$ cat src/rtl/macc_pkg.sv
// Shared types and constants for the matrix host front end and its element counter.
package macc_pkg;

  typedef enum logic [1:0] {
    IDLE   = 2'd0,
    LOAD   = 2'd1,
    UNLOAD = 2'd2
  } host_state_t;

  // Deepest the control block's read buffer can ever get.
  localparam logic [1:0] RB_DEPTH = 2'd2;

endpackage

$ cat src/rtl/macc_elem_cnt.sv
// Loadable element down-counter; `last` flags the final element of a pass.
module macc_elem_cnt #(
  parameter int CNT_MSB = 7
) (
  input  logic             CLK,
  input  logic             RST,
  input  logic             load,
  input  logic [CNT_MSB:0] load_val,
  input  logic             dec,
  output logic             last
);

  logic [CNT_MSB:0] cnt;

  // NOTE: state is only ever written with <= so every flop samples pre-edge values.
  always_ff @(posedge CLK or posedge RST) begin
    if (RST) begin
      cnt <= '0;
    end else if (load) begin
      cnt <= load_val;
    end else if (dec) begin
      cnt <= cnt - {{CNT_MSB{1'b0}}, 1'b1};
    end
  end

  assign last = (cnt == '0);

endmodule

$ cat src/rtl/matrix_host_if.sv
// Host-side front end: sequences config, element load and element unload for one matrix
// and turns valid/ready handshakes into single-cycle we/re pulses for the control block.
module matrix_host_if
  import macc_pkg::*;
#(
  parameter int DATA_MSB         = 15,
  parameter int MAT_IDX_SIZE_MSB = 3,
  parameter int CNT_MSB          = 2 * MAT_IDX_SIZE_MSB + 1
) (
  input  logic                      CLK,
  input  logic                      RST,
  input  logic                      cfg_valid,
  input  logic [MAT_IDX_SIZE_MSB:0] cfg_row_idx_size,
  input  logic [MAT_IDX_SIZE_MSB:0] cfg_col_idx_size,
  output logic                      cfg_ready,
  input  logic                      s_valid,
  input  logic [DATA_MSB:0]         s_data,
  output logic                      s_ready,
  output logic                      m_valid,
  output logic [DATA_MSB:0]         m_data,
  input  logic                      m_ready,
  input  logic [1:0]                rb_cnt,
  input  logic [DATA_MSB:0]         rb_data,
  output logic                      we,
  output logic                      re,
  output logic [DATA_MSB:0]         wr_data,
  output logic [MAT_IDX_SIZE_MSB:0] row_idx_size,
  output logic [MAT_IDX_SIZE_MSB:0] col_idx_size,
  output logic                      busy,
  output logic                      done
);

  host_state_t      state;
  logic             cfg_hs, wr_hs, rd_hs;
  logic             cnt_load, cnt_dec, cnt_last;
  logic [CNT_MSB:0] cnt_load_val;

  // Element count minus one; the product wraps to exactly N-1 even for the largest matrix.
  function automatic logic [CNT_MSB:0] elems_m1(input logic [MAT_IDX_SIZE_MSB:0] r,
                                                input logic [MAT_IDX_SIZE_MSB:0] c);
    logic [CNT_MSB:0] one, rows, cols;
    one  = {{CNT_MSB{1'b0}}, 1'b1};
    rows = {{(CNT_MSB - MAT_IDX_SIZE_MSB){1'b0}}, r} + one;
    cols = {{(CNT_MSB - MAT_IDX_SIZE_MSB){1'b0}}, c} + one;
    return rows * cols - one;
  endfunction

  assign cfg_ready = (state == IDLE);
  assign s_ready   = (state == LOAD);
  assign m_valid   = (state == UNLOAD) && (rb_cnt != 2'd0);
  assign busy      = (state != IDLE);

  assign cfg_hs  = cfg_valid & cfg_ready;
  assign wr_hs   = s_valid & s_ready;
  assign rd_hs   = m_valid & m_ready;

  assign we      = wr_hs;
  assign re      = rd_hs;
  assign wr_data = s_data;
  assign m_data  = rb_data;

  // One counter serves both passes; LOAD end reloads it from the captured sizes.
  assign cnt_load     = cfg_hs | (wr_hs & cnt_last);
  assign cnt_dec      = wr_hs | rd_hs;
  assign cnt_load_val = (state == IDLE) ? elems_m1(cfg_row_idx_size, cfg_col_idx_size)
                                        : elems_m1(row_idx_size, col_idx_size);

  macc_elem_cnt #(.CNT_MSB(CNT_MSB)) u_elem_cnt (
    .CLK      (CLK),
    .RST      (RST),
    .load     (cnt_load),
    .load_val (cnt_load_val),
    .dec      (cnt_dec),
    .last     (cnt_last)
  );

  always_ff @(posedge CLK or posedge RST) begin
    if (RST) begin
      state        <= IDLE;
      row_idx_size <= '0;
      col_idx_size <= '0;
      done         <= 1'b0;
    end else begin
      done <= 1'b0;
      case (state)
        IDLE: if (cfg_hs) begin
          row_idx_size <= cfg_row_idx_size;
          col_idx_size <= cfg_col_idx_size;
          state        <= LOAD;
        end
        LOAD: if (wr_hs && cnt_last) state <= UNLOAD;
        UNLOAD: if (rd_hs && cnt_last) begin
          state <= IDLE;
          done  <= 1'b1;
        end
        default: state <= IDLE;
      endcase
    end
  end

  a_rb_cnt_range: assert property (@(posedge CLK) disable iff (RST) rb_cnt <= RB_DEPTH);
  a_we_re_excl:   assert property (@(posedge CLK) disable iff (RST) !(we && re));

endmodule

$ cat config.mk
export PLATFORM = sky130hd
export DESIGN_NAME = matrix_host_if
export DESIGN_NICKNAME = d
export VERILOG_FILES = /design/src/rtl/macc_pkg.sv /design/src/rtl/macc_elem_cnt.sv /design/src/rtl/matrix_host_if.sv
export SDC_FILE = /design/constraint.sdc
export NUM_CORES = 1
export LEC_CHECK = 0
export CAP_MARGIN = 10
export CORE_MARGIN = 2
export CORE_UTILIZATION = 25
export DETAILED_ROUTE_END_ITERATION = 16
export PLACE_DENSITY_LB_ADDON = 0.08
export SLEW_MARGIN = 20
export SYNTH_ARGS = -nofsm -noshare
export SYNTH_HDL_FRONTEND = slang
export SYNTH_SLANG_ARGS = --single-unit
$ cat constraint.sdc
create_clock -name CLK -period 11.35 [get_ports CLK]
set_clock_uncertainty 0.2 [all_clocks]
set_input_delay 2.8375 -clock CLK [delete_from_list [all_inputs] [get_ports CLK]]
set_output_delay 2.8375 -clock CLK [all_outputs]
set_load 0.05 [all_outputs]
==> impl_results.md, run 1 <==
- Most common cell after layout, fill and taps aside: inv_1
- Starting density of the core: 25.4%
- Total gr overflow: 0
- R2R Path Start: row_idx_size[0]
- Actual slew at the worst max-slew pin: 0.831 ns
- Unique cell type count in the Yosys netlist: 42
- CTS Hold Buffers Added: 0
- Critical Path Sink: re
- Cell count after synthesis: 336
- Post-CTS setup buffer count: 0
- Setup violators final: 0
- DRC Markers: 0
- FMAX: 0.135 GHz
- R2R Path End: u_elem_cnt.cnt[5]
- Vias in the first global route: 2,270
- Crit path from: rb_cnt[1]
- Critical Path End Type: output port
- Top cell type's share of synthesized area: 16.6%
- Ports: 94
- Antenna fix cells: 0
- RSZ-0062 raised after global routing: false
- Syn Std Cell Area: 0.00289 mm2
- Total CTS buffers: 3
- H-Tree Level Count: 1
- Final antenna-violating net count: 0
- Wire per inst: 13.6 um
- Most frequent cells in the layout: inv_1, nor2_1, ha_1, clkdlybuf4s50_1, fa_1
- Max Buffers Root-to-Sink: 2
- Iter 0 DRT Violations: 63
- Vias: 2,107
- Drt first pass iters: 4
- Final non-filler cell area: 0.00319 mm2
- Area Overhead vs Synth: 10.3%
- WP data arrival: 4.37 ns
- Root buffer cell: clkbuf_16
- Sequential Area: 475 um2
- Multi-input combinational cell area: 0.00195 mm2
- Syn Area/Cell: 8.60 um2
- Hold path start: row_idx_size[1]
- Filler cells: 1,268
- CTS tree: built
- Layout net count: 435
- Ys Warns: 0
- Cell Area, Placed: 0.00311 mm2
- Largest net degree at the start of global routing: 20
- Kind of critical path: in -> out
- HP Class: reg -> reg
- Drt via density: 4.42
- Clock slew at reported path FFs: 0.06 ns
- Tot GR Track Use: 11.1%
- CP startpoint kind: input port
- CP max FO: 3
- Post-Syn Nets: 436
- RePlAce Congestion: 0.764
- Core ar.: 0.0114 mm2
- WL final: 6500 um
- Synth top area cells: fa_1, dfrtp_1, ha_1, buf_4, inv_1
- Required time worst endpoint: 8.31 ns
- Hold Vio Cnt, Final: 0
- Final Max Slew Viols: 0
- Flops & latches, synth: 19
- Chip height: 112 um
- Post-Route Setup TNS: 0 ns
- Synth area leader: fa_1
- Finished Core Util: 28.0%
- First-pass GRT wire length: 11,400 um
- Port-buffer cells: 29
- Full die area: 0.0124 mm2
- Clock period minus worst slack: 7.41 ns
- Normalized max-slew margin: 44.3%
- Reg2Reg Setup Slack: 6.79 ns
- Site Rows: 39
- R2r worst-path depth: 15
- Final Cycle Share: 65.3%
- Clk_lat worst skew: 0.25 ns
- Die span in x: 112 um
- Antenna violations before repair: 0
- Half-perimeter wire length after placement: 5450 um
- Sequential fraction of the synthesis area: 16.5%
- Resized cells post-CTS: 0
- Status: completed
- Total clock sinks: 19
- Max_cap viols: 0
- Share of layout cells above drive strength 1: 7.49%
cells by family (layout without fill, tap and decap cells):
logic type / Yosys count / in the layout / synth area share [%]
simple gates: 96 / 96 / 17.1
fa+ha+maj: 53 / 53 / 29.2
flops: 19 / 19 / 16.5
mux: 10 / 10 / 3.85
xor+xnor: 23 / 23 / 7.71
compound gates: 45 / 45 / 9.70
buf+inv: 90 / 88 / 16.0
per-layer routing:
| metal | share of wire [%] | wire, um | vias up | global-route usage, % |
|---|---|---|---|---|
| li1 | - | - | 1048 | - |
| met1 | 49 | 3170 | 1033 | 15.0 |
| met2 | 48 | 3110 | 20 | 19.1 |
| met3 | 2.4 | 154 | 6 | 1.09 |
| met4 | 0.88 | 57 | 0 | 2.72 |
| met5 | 0 | 0 | - | 0 |
cell usage after synthesis (all sizes together):
cell type  count
a211oi         4
a21o           4
a21oi         15
a221oi         1
a31oi          1
a41oi          1
and2           2
buf           35
clkbuf         1
dfrtp         19
fa            24
ha            29
inv           54
mux2           9
mux2i          1
nand2         17
nand2b        10
nand3         11
nand3b         2
nand4          4
nand4b         1
nor2          32
nor2b          6
nor3           4
nor4           3
o21ai         13
o21bai         2
o22ai          1
o31a           1
o31ai          2
or2            4
xnor2         13
xnor3          1
xor2           9
worst max-delay path: stages:
cell	delay, ns
clkdlybuf4s50_1	0.47
o21ai_0	0.15
nor2_1	0.11
clkdlybuf4s50_1	0.80
state kept, by name, summed over array words and instances (netlist names):
signal	cells
u_elem_cnt.cnt	8
col_idx_size	4
row_idx_size	4
state	2
done	1
layout make-up:
type                    instances  share of cell area (%)
clock buffers                   3                    2.35
clock inverters                 1                   0.157
inverters                      54                    6.36
multi-input cells             227                    61.3
flip-flops and latches         19                    14.9
well taps                     143                    5.61
repair buffers                 30                    9.34
how the worst min path moves through the flow:
stage | to | slack (ns) | cells past startpoint
global route | u_elem_cnt.cnt[6] | 0.41 | 2
detailed placement | row_idx_size[1] | 0.37 | 1
CTS | u_elem_cnt.cnt[6] | 0.38 | 2
finish | row_idx_size[1] | 0.38 | 1
global placement | u_elem_cnt.cnt[6] | 0.36 | 2
floorplan | u_elem_cnt.cnt[1] | 0.31 | 2
stage by stage:
step                worst slack (ns)  hold slack (ns)  cells
finish                          3.94            0.377    477
global route                    3.82            0.411    477
CTS                             3.93            0.383    477
detailed placement              3.94            0.370    473
global placement                3.95            0.365    473
floorplan                       4.70            0.313    336
Power of run 1 is not shown: default switching activity piles up to over one toggle a cycle in this logic, so the estimate is an artifact.
==> run 2, diff against run 1 <==
==> constraint.sdc (replaced) <==
create_clock -name CLK -period 5.95 [get_ports CLK]
set_clock_uncertainty 0.2 [all_clocks]
set_input_delay 1.4875 -clock CLK [delete_from_list [all_inputs] [get_ports CLK]]
set_output_delay 1.4875 -clock CLK [all_outputs]
set_load 0.05 [all_outputs]
==> run 2 against run 1 <==
Compared with the run above: via count is 0.14% higher; critical endpoint is now u_elem_cnt.cnt[7]; worst hold slack worse by 0.015 ns; register-to-register slack worse by 5.4 ns; clock-buffer cell count stayed put; sequential share of layout area is 0.14 points lower.
==> impl_results.md, run 2 (synthesis results as in run 1) <==
- CP max stage cell: fa_1 (was clkdlybuf4s50_1)
- Starting density of the core: 25.4% (unchanged)
- Iter 0 DRT Violations: 107 (was 63)
- HP Class: reg -> reg (unchanged)
- Wire per inst: 14.0 um (was 13.6 um)
- Most common cell after layout, fill and taps aside: inv_1 (unchanged)
- Total CTS buffers: 3 (unchanged)
- Cell mode on critical path: fa_1 (was clkdlybuf4s50_1)
- CP startpoint kind: input port (unchanged)
- Max_cap viols: 0 (unchanged)
- DRC Markers: 0 (unchanged)
- Layout net count: 439 (was 435)
- Antenna violations before repair: 0 (unchanged)
- CP Cell Sequence: clkdlybuf4s50_1, ha_1, xnor2_1, nor2b_1, fa_1, inv_1, fa_1, fa_1, inv_1, ha_1, a21oi_1, o21ai_0, xor2_1, a221oi_2 (was clkdlybuf4s50_1, o21ai_0, nor2_1, clkdlybuf4s50_1)
- Post-CTS setup buffer count: 0 (unchanged)
- H-Tree Level Count: 1 (unchanged)
- RSZ-0062 raised after global routing: false (unchanged)
- Tot GR Track Use: 11.5% (was 11.1%)
- Total clock sinks: 19 (unchanged)
- Total gr overflow: 0 (unchanged)
- Chip height: 112 um (unchanged)
- Largest net degree at the start of global routing: 20 (unchanged)
- Largest reg by FF count: u_elem_cnt.cnt (unchanged)
- Clock slew at reported path FFs: 0.06 ns (about the same)
- Half-perimeter wire length after placement: 5660 um (was 5450 um)
- Critical Path Sink: u_elem_cnt.cnt[7] (was re)
- Most frequent cells in the layout: inv_1, nor2_1, ha_1, clkdlybuf4s50_1, fa_1 (unchanged)
- R2r worst-path depth: 15 (unchanged)
- Resized cells post-CTS: 0 (unchanged)
- Site Rows: 39 (unchanged)
- Final Max Slew Viols: 0 (unchanged)
- Largest registers: u_elem_cnt.cnt: 8 flops, col_idx_size: 4 flops, row_idx_size: 4 flops (unchanged)
- Vias: 2,110 (was 2,107)
- Status: completed (unchanged)
- Worst hold stages: 2 (was 1)
- Core ar.: 0.0114 mm2 (unchanged)
- Share of layout cells above drive strength 1: 8.58% (was 7.49%)
- Sequential Area: 475 um2 (unchanged)
- Final Cycle Share: 92.5%
- Largest stage delay, worst path: 0.55 ns (was 0.80 ns)
- Hold Vio Cnt, Final: 0 (unchanged)
- Port-buffer cells: 29 (unchanged)
- Kind of critical path: in -> reg (was in -> out)
- Largest register FFs: 8 (unchanged)
- Critical Path End Type: flip-flop (was output port)
- Drt via density: 4.39 (was 4.42)
- Max Buffers Root-to-Sink: 2 (unchanged)
- CP max FO: 5 (was 3)
- First-pass GRT wire length: 11,700 um (was 11,400 um)
- WL final: 6730 um (was 6500 um)
- Antenna fix cells: 0 (unchanged)
- CTS Hold Buffers Added: 0 (unchanged)
- Clock period minus worst slack: 5.50 ns
- Root buffer cell: clkbuf_16 (unchanged)
- Full die area: 0.0124 mm2 (unchanged)
- RePlAce Congestion: 0.759 (was 0.764)
- Filler cells: 1,256 (was 1,268)
- Area Overhead vs Synth: 11.3% (was 10.3%)
- Multi-input combinational cell area: 0.00195 mm2 (unchanged)
- Ports: 94 (unchanged)
- Setup violators final: 0 (unchanged)
- CTS tree: built (unchanged)
- Hold path start: u_elem_cnt.cnt[1] (was row_idx_size[1])
- Normalized max-slew margin: 44.2% (was 44.3%)
- Final antenna-violating net count: 0 (unchanged)
- FMAX: 0.182 GHz
- Drt first pass iters: 4 (unchanged)
- Post-Route Setup TNS: 0 ns (unchanged)
- R2R Path Start: col_idx_size[0] (was row_idx_size[0])
- Required time worst endpoint: 5.92 ns (was 8.31 ns)
- R2R Path End: u_elem_cnt.cnt[6] (was u_elem_cnt.cnt[5])
- Clk_lat worst skew: 0.26 ns (was 0.25 ns)
- Crit path from: cfg_col_idx_size[1] (was rb_cnt[1])
- Reg2Reg Setup Slack: 1.42 ns (was 6.79 ns)
- WP data arrival: 5.48 ns (was 4.37 ns)
- Vias in the first global route: 2,340 (was 2,270)
- Die span in x: 112 um (unchanged)
- Actual slew at the worst max-slew pin: 0.832 ns (was 0.831 ns)
## run 2: changes by cell type in the layout (fill, tap and decap cells not counted)
cell   delta
buf_4     +4
## run 2: layout make-up
class / count / area share, %
Tap cell: 143 / 5.56
Timing Repair Buffer: 34 / 10.2
Multi-Input combinational cell: 227 / 60.7
Inverter: 54 / 6.30
Sequential cell: 19 / 14.8
Clock buffer: 3 / 2.33
Clock inverter: 1 / 0.156
## run 2: critical path, delay by kind of cell
| kind | cells | cell delay, ns |
|---|---|---|
| and+or+nand+nor | 1 | 0.13 |
| adders and majority gates | 5 | 2.12 |
| xor gates and xnor gates | 2 | 0.58 |
| buffers and inverters | 3 | 0.55 |
| AOI/OAI and AO/OA | 3 | 0.60 |
## run 2: how the worst min path moves through the flow
stage                   endpoint  slack (ns)
6_report       u_elem_cnt.cnt[1]        0.36
5_1_grt        u_elem_cnt.cnt[1]        0.42
4_1_cts        u_elem_cnt.cnt[1]        0.37
3_5_place_dp   u_elem_cnt.cnt[1]        0.35
3_3_place_gp   u_elem_cnt.cnt[6]        0.37
2_1_floorplan  u_elem_cnt.cnt[1]        0.31
## run 2: layer usage
metal / GRT usage [%] / vias to the layer above / wire (um)
met1: 15.7 / 1021 / 3280
met4: 3.29 / 0 / 85
met5: 0 / - / 0
li1: - / 1055 / -
met3: 1.25 / 9 / 181
met2: 19.3 / 25 / 3190
## run 2: stage by stage
step | hold WS (ns) | std cells | worst slack, ns | utilization (%) | area, um2
detailed placement | 0.350 | 477 | 0.168 | 27.6 | 3140
floorplan | 0.313 | 336 | 0.920 | - | 2890
finish | 0.362 | 481 | 0.445 | 28.3 | 3220
global placement | 0.367 | 477 | 0.271 | 27.6 | 3140
CTS | 0.366 | 481 | 0.432 | 28.3 | 3220
global route | 0.417 | 481 | 0.176 | 28.3 | 3220
Power of run 2 is left out for the same reason.
==> run 3, diff against run 2 <==
--- a/config.mk
+++ b/config.mk
@@ -6,9 +6,9 @@
 export NUM_CORES = 1
 export LEC_CHECK = 0
 export CAP_MARGIN = 10
-export CORE_MARGIN = 2
 export CORE_UTILIZATION = 25
 export DETAILED_ROUTE_END_ITERATION = 16
+export GPL_ROUTABILITY_DRIVEN = 0
 export PLACE_DENSITY_LB_ADDON = 0.08
 export SLEW_MARGIN = 20
 export SYNTH_ARGS = -nofsm -noshare
==> run 3 against run 2 <==
Compared with the run above: register-to-register slack worse by 0.02 ns; final cell count fell by 1.0%; worst hold slack better by 0.013 ns; maximum frequency rose by 0.59%; worst setup slack improved by 0.032 ns; critical path depth is 1 higher; wire length shrank 0.34%; via count up 1.8%; sequential share of layout area is 0.087 points higher; clock-buffer cell count stayed put; first-iteration DRC count decreased by 53%; flip-flop and latch count unchanged; highest routed layer unchanged.
==> impl_results.md, run 3 (synthesis results as in run 1) <==
- Status: completed (unchanged)
- Total clock sinks: 19 (unchanged)
- Multi-input combinational cell area: 0.00195 mm2 (unchanged)
- Largest registers: u_elem_cnt.cnt: 8 flops, col_idx_size: 4 flops, row_idx_size: 4 flops (unchanged)
- Required time worst endpoint: 5.89 ns (was 5.92 ns)
- CP startpoint kind: input port (unchanged)
- Final Cycle Share: 92.0% (was 92.5%)
- HP Class: reg -> reg (unchanged)
- Largest net degree at the start of global routing: 20 (unchanged)
- Tot GR Track Use: 12.5% (was 11.5%)
- First-pass GRT wire length: 11,700 um (about the same)
- Largest register FFs: 8 (unchanged)
- Root buffer cell: clkbuf_16 (unchanged)
- FMAX: 0.183 GHz (was 0.182 GHz)
- CTS Hold Buffers Added: 0 (unchanged)
- Most common cell after layout, fill and taps aside: inv_1 (unchanged)
- Final Max Slew Viols: 0 (unchanged)
- Iter 0 DRT Violations: 50 (was 107)
- Hold slack: 0.375 ns (was 0.362 ns)
- Wire per inst: 14.1 um (was 14.0 um)
- Layout net count: 437 (was 439)
- Drt first pass iters: 4 (unchanged)
- CP max stage cell: fa_1 (unchanged)
- Antenna violations before repair: 0 (unchanged)
- RSZ-0062 raised after global routing: false (unchanged)
- Hold Vio Cnt, Final: 0 (unchanged)
- Starting density of the core: 26.2% (was 25.4%)
- Largest stage delay, worst path: 0.54 ns (was 0.55 ns)
- Share of layout cells above drive strength 1: 8.04% (was 8.58%)
- Post-Route Setup TNS: 0 ns (unchanged)
- Kind of critical path: in -> reg (unchanged)
- Crit path from: cfg_col_idx_size[1] (unchanged)
- Area Overhead vs Synth: 10.7% (was 11.3%)
- Hold path start: u_elem_cnt.cnt[6] (was u_elem_cnt.cnt[1])
- CTS tree: built (unchanged)
- Site Rows: 38 (was 39)
- Max Buffers Root-to-Sink: 2 (unchanged)
- Cell mode on critical path: fa_1 (unchanged)
- Final antenna-violating net count: 0 (unchanged)
- Ports: 94 (unchanged)
- H-Tree Level Count: 1 (unchanged)
- Most frequent cells in the layout: inv_1, nor2_1, ha_1, clkdlybuf4s50_1, fa_1 (unchanged)
- Filler cells: 1,193 (was 1,256)
- Die span in x: 110 um (was 112 um)
- Sequential Area: 475 um2 (unchanged)
- DRC Markers: 0 (unchanged)
- CP max FO: 5 (unchanged)
- Post-CTS setup buffer count: 0 (unchanged)
- Chip height: 110 um (was 112 um)
- Antenna fix cells: 0 (unchanged)
- Critical Path End Type: flip-flop (unchanged)
- Full die area: 0.0120 mm2 (was 0.0124 mm2)
- Vias: 2,149 (was 2,110)
- Clock slew at reported path FFs: 0.06 ns (about the same)
- Clock period minus worst slack: 5.47 ns (was 5.50 ns)
- Half-perimeter wire length after placement: 5550 um (was 5660 um)
- Resized cells post-CTS: 0 (unchanged)
- Actual slew at the worst max-slew pin: 0.853 ns (was 0.832 ns)
- Port-buffer cells: 29 (unchanged)
- Setup violators final: 0 (unchanged)
- Max_cap viols: 0 (unchanged)
- Vias in the first global route: 2,359 (was 2,340)
- Total CTS buffers: 3 (unchanged)
- R2R Path Start: row_idx_size[0] (was col_idx_size[0])
- Normalized max-slew margin: 43.1% (was 44.2%)
- Core ar.: 0.0110 mm2 (was 0.0114 mm2)
- Drt via density: 4.51 (was 4.39)
- WL final: 6710 um (was 6730 um)
- WP data arrival: 5.42 ns (was 5.48 ns)
- Total gr overflow: 0 (unchanged)
- Largest reg by FF count: u_elem_cnt.cnt (unchanged)
- CP Cell Sequence: clkdlybuf4s50_1, ha_1, xnor2_1, nor2b_1, fa_1, inv_1, fa_1, fa_1, inv_1, ha_1, a21o_1, a21oi_1, xnor2_1, a211oi_1, a21oi_1 (was clkdlybuf4s50_1, ha_1, xnor2_1, nor2b_1, fa_1, inv_1, fa_1, fa_1, inv_1, ha_1, a21oi_1, o21ai_0, xor2_1, a221oi_2)
- Clk_lat worst skew: 0.26 ns (about the same)
run 3: cell types whose count changed in the layout (fill, tap and decap cells not counted):
cell	previous run	this run
buf_4	5	3
run 3: worst paths after layout:
| kind | slack, ns | end | cells past startpoint |
|---|---|---|---|
| min | 0.37 | u_elem_cnt.cnt[6] | 2 |
| max | 0.48 | u_elem_cnt.cnt[6] | 15 |
| min in group asynchronous | 1.51 | u_elem_cnt.cnt[7] | 2 |
| min reg2reg | 0.37 | u_elem_cnt.cnt[6] | 2 |
| max in group asynchronous | 3.51 | col_idx_size[0] | 2 |
| max reg2reg | 1.40 | u_elem_cnt.cnt[6] | 16 |
run 3: critical path, delay by kind of cell:
kind,cells,cell delay (ns)
and+or+nand+nor,1,0.13
buffers and inverters,3,0.55
adders and majority gates,5,2.10
AOI/OAI and AO/OA,4,0.66
xor gates and xnor gates,2,0.47
run 3: area by class of cell:
type                    instances  share of cell area, %
multi-input cells             227                   61.0
repair buffers                 32                   9.78
well taps                     140                   5.48
clock inverters                 1                  0.156
inverters                      54                   6.34
flip-flops and latches         19                   14.9
clock buffers                   3                   2.35
run 3: stage by stage:
step	cells	util, %	setup WS (ns)	cell area [um2]
global placement	472	28.3	0.293	3120
floorplan	336	-	0.920	2890
detailed placement	472	28.3	0.192	3120
global route	476	29.0	0.172	3200
CTS	476	29.0	0.462	3200
finish	476	29.0	0.477	3200
run 3: per-layer routing:
metal / vias up / GRT usage, % / routed length, um / share of wire, %
met5: - / 0 / 0 / 0
met4: 0 / 4.48 / 80 / 1.2
met3: 9 / 0.948 / 141 / 2.1
met2: 28 / 21.4 / 3230 / 48
met1: 1056 / 16.6 / 3260 / 49
li1: 1056 / - / - / -
Power of run 3 is left out for the same reason.
